`config.mk`:
```
export PLATFORM = sky130hd
export DESIGN_NAME = sequenciador_linha_envase
export DESIGN_NICKNAME = d
export VERILOG_FILES = /design/src/rtl/sequenciador_linha_envase.sv
export SDC_FILE = /design/constraint.sdc
export NUM_CORES = 1
export LEC_CHECK = 0
export ABC_CLOCK_PERIOD_IN_PS = 6000
export CAP_MARGIN = 20
export CORE_ASPECT_RATIO = 1.5
export CORE_UTILIZATION = 55
export DETAILED_ROUTE_END_ITERATION = 6
export PLACE_DENSITY = 0.77
export SKIP_CTS_REPAIR_TIMING = 1
export SYNTH_ARGS = -nofsm -noshare
export SYNTH_HDL_FRONTEND = slang
export SYNTH_SLANG_ARGS = --single-unit
export TNS_END_PERCENT = 5
```
`constraint.sdc`:
```
create_clock -name clk -period 6 [get_ports clk]
set_clock_uncertainty 0.05 [all_clocks]
set_input_delay 1.8 -clock clk [delete_from_list [all_inputs] [get_ports clk]]
set_output_delay 1.8 -clock clk [all_outputs]
set_load 0.1 [all_outputs]
```
`src/rtl/sequenciador_linha_envase.sv`:
```
// Master sequencer for the bottling line: conveyor -> filler -> sealer, one bottle at a time, plus cork stock and watchdog.
// Latency: registered Moore outputs; each cmd_* rises one cycle after its state is entered; alarme_rolha is decoded from the stock register.
// Backpressure: 4-phase cmd/done per station; cork shortage parks the line in PAUSA, a silent station trips ERRO.
// Optional: define LOTE_EN to stop the line after LOTE_TAM bottles until liga is seen low.
module sequenciador_linha_envase #(
    parameter int ROLHAS_INIT    = 20,
    parameter int ROLHAS_MAX     = 50,
    parameter int TIMEOUT_CICLOS = 150000000,
    parameter int LOTE_TAM       = 12
) (
    input  logic       clk,
    input  logic       reset,
    input  logic       liga,
    input  logic       recarga,
    input  logic       esteira_ok,
    input  logic       enchimento_ok,
    input  logic       vedacao_ok,
    input  logic       decrementar_rolha,
    output logic       cmd_esteira,
    output logic       cmd_enchimento,
    output logic       cmd_vedacao,
    output logic       alarme_rolha,
    output logic [7:0] estoque_rolhas,
    output logic [7:0] garrafas_prontas,
    output logic       erro_timeout,
    output logic       lote_completo
);

    // Watchdog width: enough for TIMEOUT_CICLOS, never below 28 bits.
    localparam int WD_W_MIN = $clog2(TIMEOUT_CICLOS + 1);
    localparam int WD_W     = (WD_W_MIN > 28) ? WD_W_MIN : 28;
    // The count equals the number of cycles already spent in the state, so the
    // TIMEOUT_CICLOS-th cycle is the one where the counter shows TIMEOUT_CICLOS-1.
    localparam logic [WD_W-1:0] WD_ULTIMO = WD_W'(TIMEOUT_CICLOS - 1);

    localparam logic [3:0] IDLE        = 4'd0;
    localparam logic [3:0] ESTEIRA     = 4'd1;
    localparam logic [3:0] ESTEIRA_REL = 4'd2;
    localparam logic [3:0] ENCHER      = 4'd3;
    localparam logic [3:0] ENCHER_REL  = 4'd4;
    localparam logic [3:0] VEDAR       = 4'd5;
    localparam logic [3:0] VEDAR_REL   = 4'd6;
    localparam logic [3:0] PAUSA       = 4'd7;
    localparam logic [3:0] ERRO        = 4'd8;

    logic [3:0]      state;
    logic [3:0]      state_nxt;
    logic [WD_W-1:0] wd;
    logic            wd_ativo;
    logic            wd_lim;
    logic            fim_garrafa;
    logic            lote_fim;
    logic            lote_bloq;

    assign alarme_rolha = (estoque_rolhas == 8'd0);
    assign fim_garrafa  = (state == VEDAR_REL) && !vedacao_ok;
    assign wd_ativo     = (state == ESTEIRA) || (state == ESTEIRA_REL) ||
                          (state == ENCHER)  || (state == ENCHER_REL)  ||
                          (state == VEDAR)   || (state == VEDAR_REL);
    assign wd_lim       = (wd == WD_ULTIMO);

`ifdef LOTE_EN
    localparam logic [3:0] LOTE_ULT = 4'(LOTE_TAM - 1);
    logic [3:0] lote_cnt;

    assign lote_fim  = fim_garrafa && (lote_cnt == LOTE_ULT);
    assign lote_bloq = lote_completo;

    // Batch counter: counts finished bottles, latches completion, rearmed by liga low while idle
    always_ff @(posedge clk or posedge reset) begin
        if (reset) begin
            lote_cnt      <= 4'd0;
            lote_completo <= 1'b0;
        end else if ((state == IDLE) && lote_completo && !liga) begin
            lote_cnt      <= 4'd0;
            lote_completo <= 1'b0;
        end else if (fim_garrafa) begin
            lote_cnt <= lote_cnt + 4'd1;
            if (lote_fim)
                lote_completo <= 1'b1;
        end
    end
`else
    // No batch limit: the line runs for as long as liga is high.
    assign lote_fim      = 1'b0;
    assign lote_bloq     = 1'b0;
    assign lote_completo = 1'b0;
`endif

    // Next state: bottle sequence; a station answering on the last allowed cycle beats the watchdog
    always_comb begin
        state_nxt = state;
        case (state)
            IDLE:        if (liga && !alarme_rolha && !lote_bloq) state_nxt = ESTEIRA;
            ESTEIRA:     if (esteira_ok)     state_nxt = ESTEIRA_REL;
            ESTEIRA_REL: if (!esteira_ok)    state_nxt = ENCHER;
            ENCHER:      if (enchimento_ok)  state_nxt = ENCHER_REL;
            ENCHER_REL:  if (!enchimento_ok) state_nxt = VEDAR;
            VEDAR: begin
                if (vedacao_ok)        state_nxt = VEDAR_REL;
                else if (alarme_rolha) state_nxt = PAUSA;
            end
            VEDAR_REL:   if (!vedacao_ok) state_nxt = (liga && !lote_fim) ? ESTEIRA : IDLE;
            PAUSA:       if (!alarme_rolha) state_nxt = VEDAR;
            ERRO:        if (!liga) state_nxt = IDLE;
            default:     state_nxt = IDLE;
        endcase
        if (wd_ativo && wd_lim && (state_nxt == state))
            state_nxt = ERRO;
    end

    // State register
    always_ff @(posedge clk or posedge reset) begin
        if (reset) state <= IDLE;
        else       state <= state_nxt;
    end

    // Watchdog: restarts on every state change, runs only while a handshake is pending
    always_ff @(posedge clk or posedge reset) begin
        if (reset)                   wd <= '0;
        else if (state_nxt != state) wd <= '0;
        else if (wd_ativo)           wd <= wd + 1'b1;
    end

    // Registered Moore outputs, one cycle behind the state register
    always_ff @(posedge clk or posedge reset) begin
        if (reset) begin
            cmd_esteira    <= 1'b0;
            cmd_enchimento <= 1'b0;
            cmd_vedacao    <= 1'b0;
            erro_timeout   <= 1'b0;
        end else begin
            cmd_esteira    <= (state == ESTEIRA);
            cmd_enchimento <= (state == ENCHER);
            cmd_vedacao    <= (state == VEDAR);
            erro_timeout   <= (state == ERRO);
        end
    end

    // Cork stock: refill beats a simultaneous decrement; decrement saturates at zero
    always_ff @(posedge clk or posedge reset) begin
        if (reset)
            estoque_rolhas <= 8'(ROLHAS_INIT);
        else if (recarga)
            estoque_rolhas <= 8'(ROLHAS_MAX);
        else if (decrementar_rolha && (estoque_rolhas != 8'd0))
            estoque_rolhas <= estoque_rolhas - 8'd1;
    end

    // Finished-bottle counter, bumped when the sealer releases its done; wraps at 255
    always_ff @(posedge clk or posedge reset) begin
        if (reset)            garrafas_prontas <= 8'd0;
        else if (fim_garrafa) garrafas_prontas <= garrafas_prontas + 8'd1;
    end

endmodule

```
* Word level (Yosys, flattened, before mapping) *
Cells that the tools add are included.
Widths: inputs -> output; s select.

cells by class
  $add $sub $neg = 3
  multiply operators = 0
  divide/modulo/power cells = 0
  order comparisons = 0
  equal/unequal tests = 11
  shift-type cells = 0
  mux-type cells = 17
  bitwise gates (word level) = 0
  reductions and logical operators = 17

operators with widths
  operator               count
  $mux 28                2
  $mux 4                 11
  $pmux 4 s9             1
  $add 28x1->28 const B  1
  $eq 28x28->1 const B   1
  $eq 4x3->1 const B     4
  $mux 8                 2
  $add 8x1->8 const B    1
  $eq 4x2->1 const B     2
  $logic_not 8->1        1
  $reduce_bool 8->1      1
  $sub 8x1->8 const B    1
  $logic_and 1x1->1      5
  $logic_or 1x1->1       5
  $eq 4x1->1 const B     1
  $eq 4x4->1             1
  $eq 4x4->1 const B     1
  $logic_not 4->1        1
  $ne 4x4->1             1
  $reduce_bool 2->1      2
  $logic_not 1->1        2
  $mux 1                 1

word-level totals
  flip-flop bits (word level) = 52
  bits in latches = 0
  memory bits (writable) = 0
  memory bits (read-only) = 0
  input port bits = 8
  word-level logic and storage cells = 56
  memories kept = 0

* Longest topological paths before layout *
Gate-level depths: netlist (run 1).

  depth in word-level cells = 11
  gate-level depth with buffers = 8

* Worst setup path after synthesis (run 1) *
Ideal clock, no wire load.

  path type = reg-to-output
  start = register estoque_rolhas[0]
  end = output port alarme_rolha
  data arrival time = 2.486 ns
  required time = 4.150 ns
  setup slack = 1.664 ns
  cell stages (with the launch flop) = 5
  buffers on the path = 0
  cell sequence = dfrtp_1 -> inv_1 -> ha_1 -> or3b_2 -> nor2_2

between the ends
  longest elaborated chain between the ends = 1

ends and longest elaborated chain
  element                   RTL line  text
  start: declaration        23        output logic [7:0] estoque_rolhas,
  start signal: assignment  143       estoque_rolhas <= 8'(ROLHAS_INIT);
  start signal: assignment  145       estoque_rolhas <= 8'(ROLHAS_MAX);
  start signal: assignment  147       estoque_rolhas <= estoque_rolhas - 8'd1;
  $logic_not 8->1           55        assign alarme_rolha = (estoque_rolhas == 8'd0);
  end: declaration          22        output logic alarme_rolha,

Every way passes these cells.

* Worst setup path in the final report (run 1) *
Ends and elaborated chain as after synthesis.

==> PnR_summary.wiki, run 1 <==
{| class="wikitable"
! Metric !! Value
|-
| Maximum buffer depth of the clock tree || 2
|-
| Number of clock sinks || 52
|-
| Crit path time final || 4.722 ns
|-
| Vias in the first global route || 2404
|-
| Count of max-cap constraint violations || 0
|-
| Post-route setup slack || 1.278 ns
|-
| First-pass iteration count of the detailed router || 4
|-
| Post-synthesis instance total || 305
|-
| Vias || 2406
|-
| Worst hold path class || flip-flop to flip-flop
|-
| Max Transition Viols Final || 0
|-
| Number of inserted diodes || 0
|-
| IO Pins || 30
|-
| Synth Cell Area || 0.003089 sq mm
|-
| Top achievable clock speed || 211.8 MHz
|-
| Congestion Overflow GR || 0
|-
| Count of state elements after synthesis || 52
|-
| Sum of negative setup slack || 0 ns
|-
| Half-perimeter wire length after detailed placement || 4581 microns
|-
| Required arrival time at the worst endpoint || 4.15 ns
|-
| Most area-hungry cell type in the Yosys netlist || sky130_fd_sc_hd__dfrtp_1
|-
| GP Congestion || 0.8609
|-
| Syn Area/Cell || 10.13 sq um
|-
| Antenna-violating nets left || 0
|-
| Starting DRT DRC Count || 134
|-
| Clock insertion delay at the later pin of the skew report || 0.31 ns
|-
| Maximum vdd drop || 326.5 uV
|-
| Core area || 0.005450 sq mm
|-
| Area added between synthesis and finish || 12.72%
|-
| Register area share after synthesis || 42.20%
|-
| Most common library cell in the layout ignoring fill and taps || sky130_fd_sc_hd__dfrtp_1
|-
| Primary flip-flop cell chosen by synthesis mapping || sky130_fd_sc_hd__dfrtp_1
|-
| Yosys warning total || 0
|-
| Number of rows created at floorplan || 33
|-
| Number of buffers created by CTS || 5
|-
| Post-route clock period utilization || 78.70%
|-
| Post-synth EDFFs || 0
|-
| Result of the run || complete, no violations
|-
| Remaining design rule violation count || 0
|-
| Crit path launch type || flip-flop
|-
| Fraction of post-synthesis cell area in the top cell type by area || 40.50%
|-
| Synth cell types || 63
|-
| Leakage power || 1.364 nW
|-
| Antenna violations before repair || 0
|-
| Fraction of synthesis flops using an asynchronous set or reset pin || 100.0%
|-
| Depth of the CTS H-tree || 2
|-
| Share of final-layout standard cells stronger than drive strength 1 || 14.11%
|-
| Port Buffers || 28
|-
| Aggregate routed wire length || 6351 microns
|-
| Area of the die || 0.005927 sq mm
|-
| Die Span Y || 93.79 microns
|-
| Net count after synthesis || 316
|-
| NumNets Final || 336
|-
| DR WL/cell || 16.04 microns
|-
| Global-route wire length before repair || 11110 microns
|-
| Setup violations, final || 0
|-
| Count of endpoints failing hold in the final timing report || 0
|-
| Worst setup slack after placement || 1.613 ns
|-
| Classification of the worst setup path || flip-flop to output port
|-
| Power per unit of standard cell area || 349.5 mW/mm^2
|-
| Data arrival, critical path || 2.87 ns
|-
| Total global routing track utilization || 24.01%
|-
| CTS root buf || sky130_fd_sc_hd__clkbuf_8
|-
| Max_slew headroom || 33.58%
|-
| Synth top area cells || sky130_fd_sc_hd__dfrtp_1 (41%), sky130_fd_sc_hd__xnor2_1 (5.1%), sky130_fd_sc_hd__xor2_1 (4.3%)
|-
| Clock tree from TritonCTS || done
|-
| Unrepaired setup endpoints after global routing || no
|-
| Filler cell count in the final layout || 473
|-
| Kind of end point of the critical path || output port
|-
| Effective utilization at floorplan || 56.68%
|-
| Worst Tran Pin Value || 0.9932 ns
|-
| Die X-Extent || 63.19 microns
|-
| Largest fanout on the critical path || 4
|-
| Post-DR vias/cell || 6.076
|-
| Commonest cells after routing, fill and taps aside || sky130_fd_sc_hd__dfrtp_1 (50), sky130_fd_sc_hd__clkdlybuf4s50_1 (28), sky130_fd_sc_hd__xnor2_1 (18)
|-
| Pin count of the biggest net entering global routing || 41
|-
| Clock-pin slew on the worst setup and hold paths || 0.10 ns
|}
## synth_stat cells, types with 3 or more instances
cell,count
sky130_fd_sc_hd__a211oi_2,4
sky130_fd_sc_hd__a21oi_1,9
sky130_fd_sc_hd__a22oi_1,3
sky130_fd_sc_hd__and3_1,8
sky130_fd_sc_hd__and4_1,7
sky130_fd_sc_hd__buf_2,6
sky130_fd_sc_hd__buf_4,3
sky130_fd_sc_hd__clkbuf_1,5
sky130_fd_sc_hd__dfrtp_1,50
sky130_fd_sc_hd__ha_1,3
sky130_fd_sc_hd__inv_1,7
sky130_fd_sc_hd__mux2i_1,3
sky130_fd_sc_hd__nand2_1,13
sky130_fd_sc_hd__nand2b_1,6
sky130_fd_sc_hd__nand3_1,13
sky130_fd_sc_hd__nand4_1,11
sky130_fd_sc_hd__nor2_1,14
sky130_fd_sc_hd__nor2b_1,5
sky130_fd_sc_hd__nor3_1,14
sky130_fd_sc_hd__nor3_2,10
sky130_fd_sc_hd__nor4_1,8
sky130_fd_sc_hd__o21ai_0,7
sky130_fd_sc_hd__o21ai_1,3
sky130_fd_sc_hd__or3_1,9
sky130_fd_sc_hd__xnor2_1,18
sky130_fd_sc_hd__xor2_1,15
## where the power goes
part           leakage, nW  switching [mW]  internal [mW]
Sequential           0.694          0.0693          0.385
Clock               0.0487           0.125         0.0853
Combinational        0.621           0.391          0.161
Total                 1.36           0.586          0.631
## stage by stage
stage               power, mW  utilization (%)  hold WS (ns)  instance area, sq um  std cells
floorplan              0.9253                -        0.4825                  3089        305
global placement       0.9982            61.64        0.4199                  3359        386
detailed placement      1.009            62.01        0.4147                  3379        387
CTS                     1.217            63.75        0.4334                  3475        395
global route            1.286            63.89        0.4684                  3482        396
finish                  1.217            63.89        0.4246                  3482        396
## registers in the layout, summed over array words and instances (netlist names)
name / count
cmd_enchimento: 1
cmd_esteira: 1
cmd_vedacao: 1
erro_timeout: 1
estoque_rolhas: 8
garrafas_prontas: 8
state: 4
wd: 28
## kinds of logic after synthesis
kind of cell	after synthesis	share of synthesized area, %
flops	52	42.20
buf+inv	24	4.010
simple gates	145	31.55
fa+ha+maj	3	1.215
other cells	1	0.1214
xor+xnor	33	9.356
compound gates	42	9.842
mux	5	1.701
## critical path, stage by stage (launching register included)
cell                              delay (ns)
sky130_fd_sc_hd__dfrtp_1                0.41
sky130_fd_sc_hd__inv_1                  0.09
sky130_fd_sc_hd__ha_1                   0.19
sky130_fd_sc_hd__or3b_2                 0.51
sky130_fd_sc_hd__nor2_2                 0.20
sky130_fd_sc_hd__clkdlybuf4s50_1        1.16
## final timing paths
kind | startpoint | to | slack (ns) | depth (start not counted)
hold reg to reg | garrafas_prontas[7] | garrafas_prontas[7] | 0.42 | 1
setup reg to reg | estoque_rolhas[0] | wd[12] | 3.28 | 7
min in group asynchronous | reset | garrafas_prontas[5] | 1.70 | 2
hold / removal | garrafas_prontas[7] | garrafas_prontas[7] | 0.42 | 1
max in group asynchronous | reset | estoque_rolhas[4] | 3.63 | 3
setup / recovery | estoque_rolhas[0] | alarme_rolha | 1.28 | 5
## layout make-up
| class | instances | area, sq um | share of cell area [%] |
|---|---|---|---|
| clock buffer | 5 | 68.82 | 1.976 |
| clock inverter | 3 | 26.28 | 0.7546 |
| tap | 70 | 87.58 | 2.515 |
| sequential | 52 | 1304 | 37.44 |
| inverter | 7 | 26.28 | 0.7546 |
| timing repair buffer | 30 | 307.8 | 8.839 |
| multi-input combinational | 229 | 1662 | 47.72 |
## per-layer routing
layer	wire, microns	share of wire (%)	GRT usage, %	up-vias
li1	-	-	-	1169
met2	3423	54	43.82	34
met4	223	3.5	12.88	0
met1	2577	41	26.63	1185
met5	0	0	0	-
met3	127	2.0	3.277	18
No activity file was read; power rests on OpenSTA's default activity.
==> inputs of run 2 (changes only) <==
- ABC_CLOCK_PERIOD_IN_PS: 6000 -> 4400
- clock period: 6 -> 4.4 ns (I/O delays scaled with it)
==> run 2 against run 1 <==
Via count fell by 0.42%. Global-route usage fell by 0.75 points. Critical path type unchanged. Critical path depth fell by 4. Count of clock-buffer cells in the layout did not move. Clock power rose by 57%. Core utilization rose by 0.25 points. Sequential share of layout area fell by 0.15 points. Power rose by 40%. Final area rose by 0.40%. Setup slack got worse by 0.33 ns.
==> PnR_summary.wiki, run 2 (synthesis gave the netlist of run 1 again) <==
{| class="wikitable"
! Metric !! Value
|-
| Post-route clock period utilization || 78.39%
|-
| Overall power of the completed layout || 1.698 mW (+40%)
|-
| Critical path cell sequence || clkdlybuf4s50_1
|-
| Number of buffers created by CTS || 5 (unchanged)
|-
| Critical-path cell with the highest stage delay || sky130_fd_sc_hd__clkdlybuf4s50_1
|-
| First-pass iteration count of the detailed router || 4 (unchanged)
|-
| Setup violations, final || 0 (unchanged)
|-
| Pin count of the biggest net entering global routing || 53 (+29%)
|-
| Clock tree from TritonCTS || done
|-
| Vias in the first global route || 2385 (-0.79%)
|-
| Kind of end point of the critical path || output port
|-
| Number of rows created at floorplan || 33 (unchanged)
|-
| Depth of the CTS H-tree || 2 (unchanged)
|-
| Largest fanout on the critical path || 7 (+3)
|-
| Effective utilization at floorplan || 56.68% (unchanged)
|-
| Largest register FFs || 28 (unchanged)
|-
| Utilization after layout || 64.14% (+0.25 points)
|-
| Final cell area excluding filler cells || 0.003496 sq mm (+0.40%)
|-
| Antenna violations before repair || 0 (unchanged)
|-
| Result of the run || complete, no violations
|-
| GP Congestion || 0.8648 (+0.45%)
|-
| Placed Cells || 387 (unchanged)
|-
| Top achievable clock speed || 289.9 MHz
|-
| CTS root buf || sky130_fd_sc_hd__clkbuf_8
|-
| Crit path launch type || flip-flop
|-
| Crit path time final || 3.449 ns
|-
| Met2 Wirelength || 3542 microns (+3.5%)
|-
| Buffers plus inverters on the worst setup path || 1 (-1)
|-
| Worst hold path class || flip-flop to flip-flop
|-
| Multi-input combinational cell area || 0.001662 sq mm (unchanged)
|-
| Core area || 0.005450 sq mm (unchanged)
|-
| Max Transition Viols Final || 0 (unchanged)
|-
| Largest delay share family, worst path || buffers and inverters
|-
| Die Span Y || 93.79 microns (unchanged)
|-
| Max_slew headroom || 34.14% (+0.56 points)
|-
| Half-perimeter wire length after detailed placement || 4467 microns (-2.5%)
|-
| Total global routing track utilization || 23.25% (-0.75 points)
|-
| Classification of the worst setup path || flip-flop to output port
|-
| Antenna-violating nets left || 0 (unchanged)
|-
| Registers with the highest flip-flop counts || wd (28), estoque_rolhas (8), garrafas_prontas (8)
|-
| Maximum vdd drop || 399.6 uV (+22%)
|-
| Leakage power || 1.371 nW (+0.55%)
|-
| NumNets Final || 336 (unchanged)
|-
| Vias || 2396 (-0.42%)
|-
| Data arrival, critical path || 2.08 ns (-0.79 ns)
|-
| Count of max-cap constraint violations || 0 (unchanged)
|-
| Post-DR vias/cell || 6.051 (-0.42%)
|-
| Required arrival time at the worst endpoint || 3.03 ns (-1.12 ns)
|-
| Met1 WL || 2646 microns (+2.7%)
|-
| Most common library cell in the layout ignoring fill and taps || sky130_fd_sc_hd__dfrtp_1
|-
| Remaining design rule violation count || 0 (unchanged)
|-
| Post-detailed-placement cell area || 0.003364 sq mm (-0.44%)
|-
| Share of final-layout standard cells stronger than drive strength 1 || 14.42% (+0.31 points)
|-
| Count of endpoints failing hold in the final timing report || 0 (unchanged)
|-
| Total met3 wirelength after detailed routing || 155 microns (+22%)
|-
| Worst Tran Pin Value || 0.9848 ns (-0.008410 ns)
|-
| Commonest cells after routing, fill and taps aside || sky130_fd_sc_hd__dfrtp_1 (50), sky130_fd_sc_hd__clkdlybuf4s50_1 (27), sky130_fd_sc_hd__xnor2_1 (18)
|-
| Filler cell count in the final layout || 460 (-2.7%)
|-
| Power per unit of standard cell area || 485.6 mW/mm^2 (+39%)
|-
| Clock insertion delay at the later pin of the skew report || 0.31 ns (about the same)
|-
| Sum of negative setup slack || 0 ns (unchanged)
|-
| Port Buffers || 28 (unchanged)
|-
| IO Pins || 30 (unchanged)
|-
| Die X-Extent || 63.19 microns (unchanged)
|-
| Global-route wire length before repair || 10920 microns (-1.7%)
|-
| Unrepaired setup endpoints after global routing || no
|-
| Uppermost layer routed || met4
|-
| Delay of the slowest cell on the worst path || 1.15 ns (about the same)
|-
| Sequential cell area in the final layout || 0.001304 sq mm (unchanged)
|-
| Final Non-Filler Cells || 396 (unchanged)
|-
| Top reg by flops || wd
|-
| Maximum buffer depth of the clock tree || 2 (unchanged)
|-
| Starting DRT DRC Count || 184 (+37%)
|-
| Congestion Overflow GR || 0 (unchanged)
|-
| Aggregate routed wire length || 6445 microns (+1.5%)
|-
| Area of the die || 0.005927 sq mm (unchanged)
|-
| Number of inserted diodes || 0 (unchanged)
|-
| Clock-pin slew on the worst setup and hold paths || 0.09 ns (about the same)
|-
| Area added between synthesis and finish || 13.16%
|-
| Number of clock sinks || 52 (unchanged)
|-
| DR WL/cell || 16.28 microns (+1.5%)
|}
[run 2: cell count changes in the layout (fill, tap and decap cells not counted)]
cell,change
sky130_fd_sc_hd__bufinv_16,+1
sky130_fd_sc_hd__inv_6,-1
sky130_fd_sc_hd__clkdlybuf4s50_1,-1
sky130_fd_sc_hd__clkinvlp_4,+1
sky130_fd_sc_hd__clkinv_2,+1
sky130_fd_sc_hd__buf_4,+1
sky130_fd_sc_hd__clkinv_4,-2
[run 2: final timing paths]
check | endpoint | slack [ns] | cells after the start | startpoint
min in group asynchronous | garrafas_prontas[5] | 1.21 | 2 | reset
worst max register to register | wd[1] | 1.64 | 7 | estoque_rolhas[0]
worst min-delay path | garrafas_prontas[7] | 0.44 | 1 | garrafas_prontas[7]
worst min register to register | garrafas_prontas[7] | 0.44 | 1 | garrafas_prontas[7]
worst max-delay path | estoque_rolhas[4] | 0.95 | 1 | estoque_rolhas[4]
max in group asynchronous | estoque_rolhas[4] | 2.51 | 3 | reset
[run 2: power by group]
group          internal [mW]  total [mW]  switching [mW]
Clock                  0.168       0.331           0.163
Combinational          0.220       0.747           0.527
Sequential             0.525       0.620          0.0945
[run 2: area by class of cell]
cell class / instances / share of cell area (%)
clock inverters: 3 / 1.217
flip-flops and latches: 52 / 37.29
multi-input cells: 229 / 47.53
well taps: 70 / 2.505
repair buffers: 30 / 8.733
inverters: 7 / 0.7516
clock buffers: 5 / 1.969
[run 2: through the flow]
| stage | hold WS [ns] | worst slack (ns) |
|---|---|---|
| detailed placement | 0.4316 | 0.7892 |
| global placement | 0.4177 | 0.8412 |
| global route | 0.4685 | 0.8523 |
| finish | 0.4430 | 0.9508 |
| floorplan | 0.4825 | 0.5436 |
| CTS | 0.4477 | 0.9275 |
[run 2: layer usage]
layer	track usage, %	vias to the layer above
li1	-	1160
met1	26.00	1187
met2	45.07	41
met3	2.549	8
met4	7.386	0
met5	0	-
==> inputs of run 3 (changes only) <==
- ABC_CLOCK_PERIOD_IN_PS: 4400 -> 3300
- clock period: 4.4 -> 3.3 ns (I/O delays scaled with it)
==> run 3 against run 2 <==
Combinational power rose by 43%. Clock power rose by 14%. Sequential power rose by 33%. Critical path type unchanged. Cell count rose by 1.5%. Power rose by 33%. Final area fell by 0.18%. Die area did not move. Largest cell class unchanged. First-iteration DRC count fell by 42%. Via count rose by 0.13%.
==> PnR_summary.wiki, run 3 (synthesis gave the netlist of run 1 again) <==
{| class="wikitable"
! Metric !! Value
|-
| Net switching power || 1.051 mW (+34%)
|-
| Int Pwr || 1.215 mW (+33%)
|-
| Leakage power || 1.432 nW (+4.4%)
|-
| Maximum vdd drop || 745.6 uV (+87%)
|-
| Maximum buffer depth of the clock tree || 2 (unchanged)
|-
| Most common library cell in the layout ignoring fill and taps || sky130_fd_sc_hd__dfrtp_1
|-
| Final Non-Filler Cells || 402 (+1.5%)
|-
| Antenna violations before repair || 0 (unchanged)
|-
| Top reg by flops || wd
|-
| Largest register FFs || 28 (unchanged)
|-
| Registers with the highest flip-flop counts || wd (28), estoque_rolhas (8), garrafas_prontas (8)
|-
| Share of total power consumed by net switching || 46.39% (+0.18 points)
|-
| Max Transition Viols Final || 0 (unchanged)
|-
| Port Buffers || 28 (unchanged)
|-
| Combinational share of power || 47.0% (+3.0 points)
|-
| Depth of the CTS H-tree || 2 (unchanged)
|-
| Proportion of power drawn by the clock network || 16.6% (-2.9 points)
|-
| Slack of the worst reg-to-reg path || 0.90 ns (-0.74 ns)
|-
| Crit path launch type || flip-flop
|-
| Antenna-violating nets left || 0 (unchanged)
|-
| Crit path time final || 2.962 ns
|-
| Clock-pin slew on the worst setup and hold paths || 0.09 ns (about the same)
|-
| Share of total power in sequential cells || 36.4% (about the same)
|-
| Max_slew headroom || 48.95% (+15 points)
|-
| Worst Tran Pin Value || 0.7606 ns (-0.2242 ns)
|-
| Area added between synthesis and finish || 12.96%
|-
| CTS root buf || sky130_fd_sc_hd__clkbuf_8
|-
| Count of endpoints failing hold in the final timing report || 0 (unchanged)
|-
| Unrepaired setup endpoints after global routing || no
|-
| Sequential cell area in the final layout || 0.001304 sq mm (unchanged)
|-
| Number of clock sinks || 52 (unchanged)
|-
| Aggregate routed wire length || 6633 microns (+2.9%)
|-
| Vias in the first global route || 2414 (+1.2%)
|-
| Clock insertion delay at the later pin of the skew report || 0.30 ns (about the same)
|-
| Start point of the critical path || estoque_rolhas[0]
|-
| Number of buffers created by CTS || 5 (unchanged)
|-
| Launch point of the worst hold path || garrafas_prontas[7]
|-
| Total global routing track utilization || 24.43% (+1.2 points)
|-
| Required arrival time at the worst endpoint || 2.26 ns (-0.77 ns)
|-
| Core area || 0.005450 sq mm (unchanged)
|-
| Kind of end point of the critical path || output port
|-
| GP Congestion || 0.8463 (-2.1%)
|-
| Clock tree from TritonCTS || done
|-
| Largest fanout on the critical path || 4 (-3)
|-
| Setup violations, final || 0 (unchanged)
|-
| Filler cell count in the final layout || 498 (+8.3%)
|-
| DR WL/cell || 16.50 microns (+1.4%)
|-
| Vias || 2399 (+0.13%)
|-
| Uppermost layer routed || met4
|-
| NumNets Final || 342 (+1.8%)
|-
| Result of the run || complete, no violations
|-
| Data arrival, critical path || 1.92 ns (-0.16 ns)
|-
| Met2 Wirelength || 3690 microns (+4.2%)
|-
| Placed Cells || 394 (+1.8%)
|-
| Half-perimeter wire length after detailed placement || 4894 microns (+9.6%)
|-
| First-pass iteration count of the detailed router || 6 (+2)
|-
| Congestion Overflow GR || 0 (unchanged)
|-
| Post-route clock period utilization || 89.75%
|-
| Starting DRT DRC Count || 106 (-42%)
|-
| Post-DR vias/cell || 5.968 (-1.4%)
|-
| Power per unit of standard cell area || 649.4 mW/mm^2 (+34%)
|-
| Commonest cells after routing, fill and taps aside || sky130_fd_sc_hd__dfrtp_1 (50), sky130_fd_sc_hd__buf_4 (27), sky130_fd_sc_hd__xnor2_1 (18)
|-
| Total met3 wirelength after detailed routing || 108 microns (-30%)
|-
| IO Pins || 30 (unchanged)
|-
| Share of final-layout standard cells stronger than drive strength 1 || 21.99% (+7.6 points)
|-
| Pin count of the biggest net entering global routing || 23 (-57%)
|-
| Effective utilization at floorplan || 56.68% (unchanged)
|-
| Number of inserted diodes || 0 (unchanged)
|-
| Met1 WL || 2686 microns (+1.5%)
|-
| Number of rows created at floorplan || 33 (unchanged)
|-
| Count of max-cap constraint violations || 0 (unchanged)
|-
| Die X-Extent || 63.19 microns (unchanged)
|-
| Sum of negative setup slack || 0 ns (unchanged)
|-
| Top achievable clock speed || 337.6 MHz
|-
| Global-route wire length before repair || 11410 microns (+4.5%)
|-
| Multi-input combinational cell area || 0.001667 sq mm (+0.30%)
|-
| Remaining design rule violation count || 0 (unchanged)
|-
| Worst hold path class || flip-flop to flip-flop
|-
| Reg-to-reg startpoint || estoque_rolhas[0]
|-
| Area of the die || 0.005927 sq mm (unchanged)
|-
| Die Span Y || 93.79 microns (unchanged)
|-
| Classification of the worst setup path || flip-flop to output port
|}
-- run 3: cell types whose count changed in the layout (fill, tap and decap cells not counted), sizes merged --
cell and delta:
buf +26, clkdlybuf4s50 -20, bufinv -1, clkbuf +1
clkinv +1, clkinvlp -1
-- run 3: through the flow --
| stage | cell area (sq um) | utilization, % | hold WS [ns] | setup WS, ns | power [mW] |
|---|---|---|---|---|---|
| 2_1_floorplan | 3094 | - | 0.4825 | 0.09081 | 1.683 |
| 3_3_place_gp | 3397 | 62.33 | 0.4169 | 0.2989 | 1.887 |
| 3_5_place_dp | 3397 | 62.33 | 0.4314 | 0.2399 | 1.905 |
| 4_1_cts | 3490 | 64.03 | 0.4484 | 0.3175 | 2.279 |
| 5_1_grt | 3490 | 64.03 | 0.4677 | 0.2359 | 2.380 |
| 6_report | 3490 | 64.03 | 0.4403 | 0.3382 | 2.266 |
-- run 3: final timing paths --
path                       cells past startpoint             endpoint
max                                            5         alarme_rolha
min                                            1  garrafas_prontas[7]
min in group asynchronous                      2  garrafas_prontas[7]
max reg2reg                                    7    estoque_rolhas[5]
max in group asynchronous                      3    estoque_rolhas[4]
min reg2reg                                    1  garrafas_prontas[7]
-- run 3: power by group through the flow --
stage               Combinational [mW]  Sequential, mW  Clock [mW]
global placement                  1.05           0.834           0
finish                            1.07           0.825       0.376
global route                      1.14           0.842       0.403
floorplan                        0.663            1.02           0
CTS                               1.07           0.827       0.382
detailed placement                1.07           0.840           0
-- run 3: worst max-delay path, stage by stage (launching register included) --
cell and delay (ns):
sky130_fd_sc_hd__dfrtp_1 0.40, sky130_fd_sc_hd__inv_1 0.09, sky130_fd_sc_hd__ha_1 0.18, sky130_fd_sc_hd__or3b_2 0.53
sky130_fd_sc_hd__nor2_4 0.21, sky130_fd_sc_hd__buf_12 0.19
-- run 3: metal layers --
layer / up-vias / GRT usage [%]
li1: 1169 / -
met1: 1180 / 28.33
met2: 37 / 45.34
met3: 13 / 2.791
met4: 0 / 9.470
met5: - / 0
-- run 3: cell type report --
type	count	share of cell area, %
clock buffers	6	2.366
clock inverters	2	0.2868
inverters	7	0.7530
multi-input cells	229	47.76
flip-flops and latches	52	37.36
well taps	70	2.510
repair buffers	36	8.964
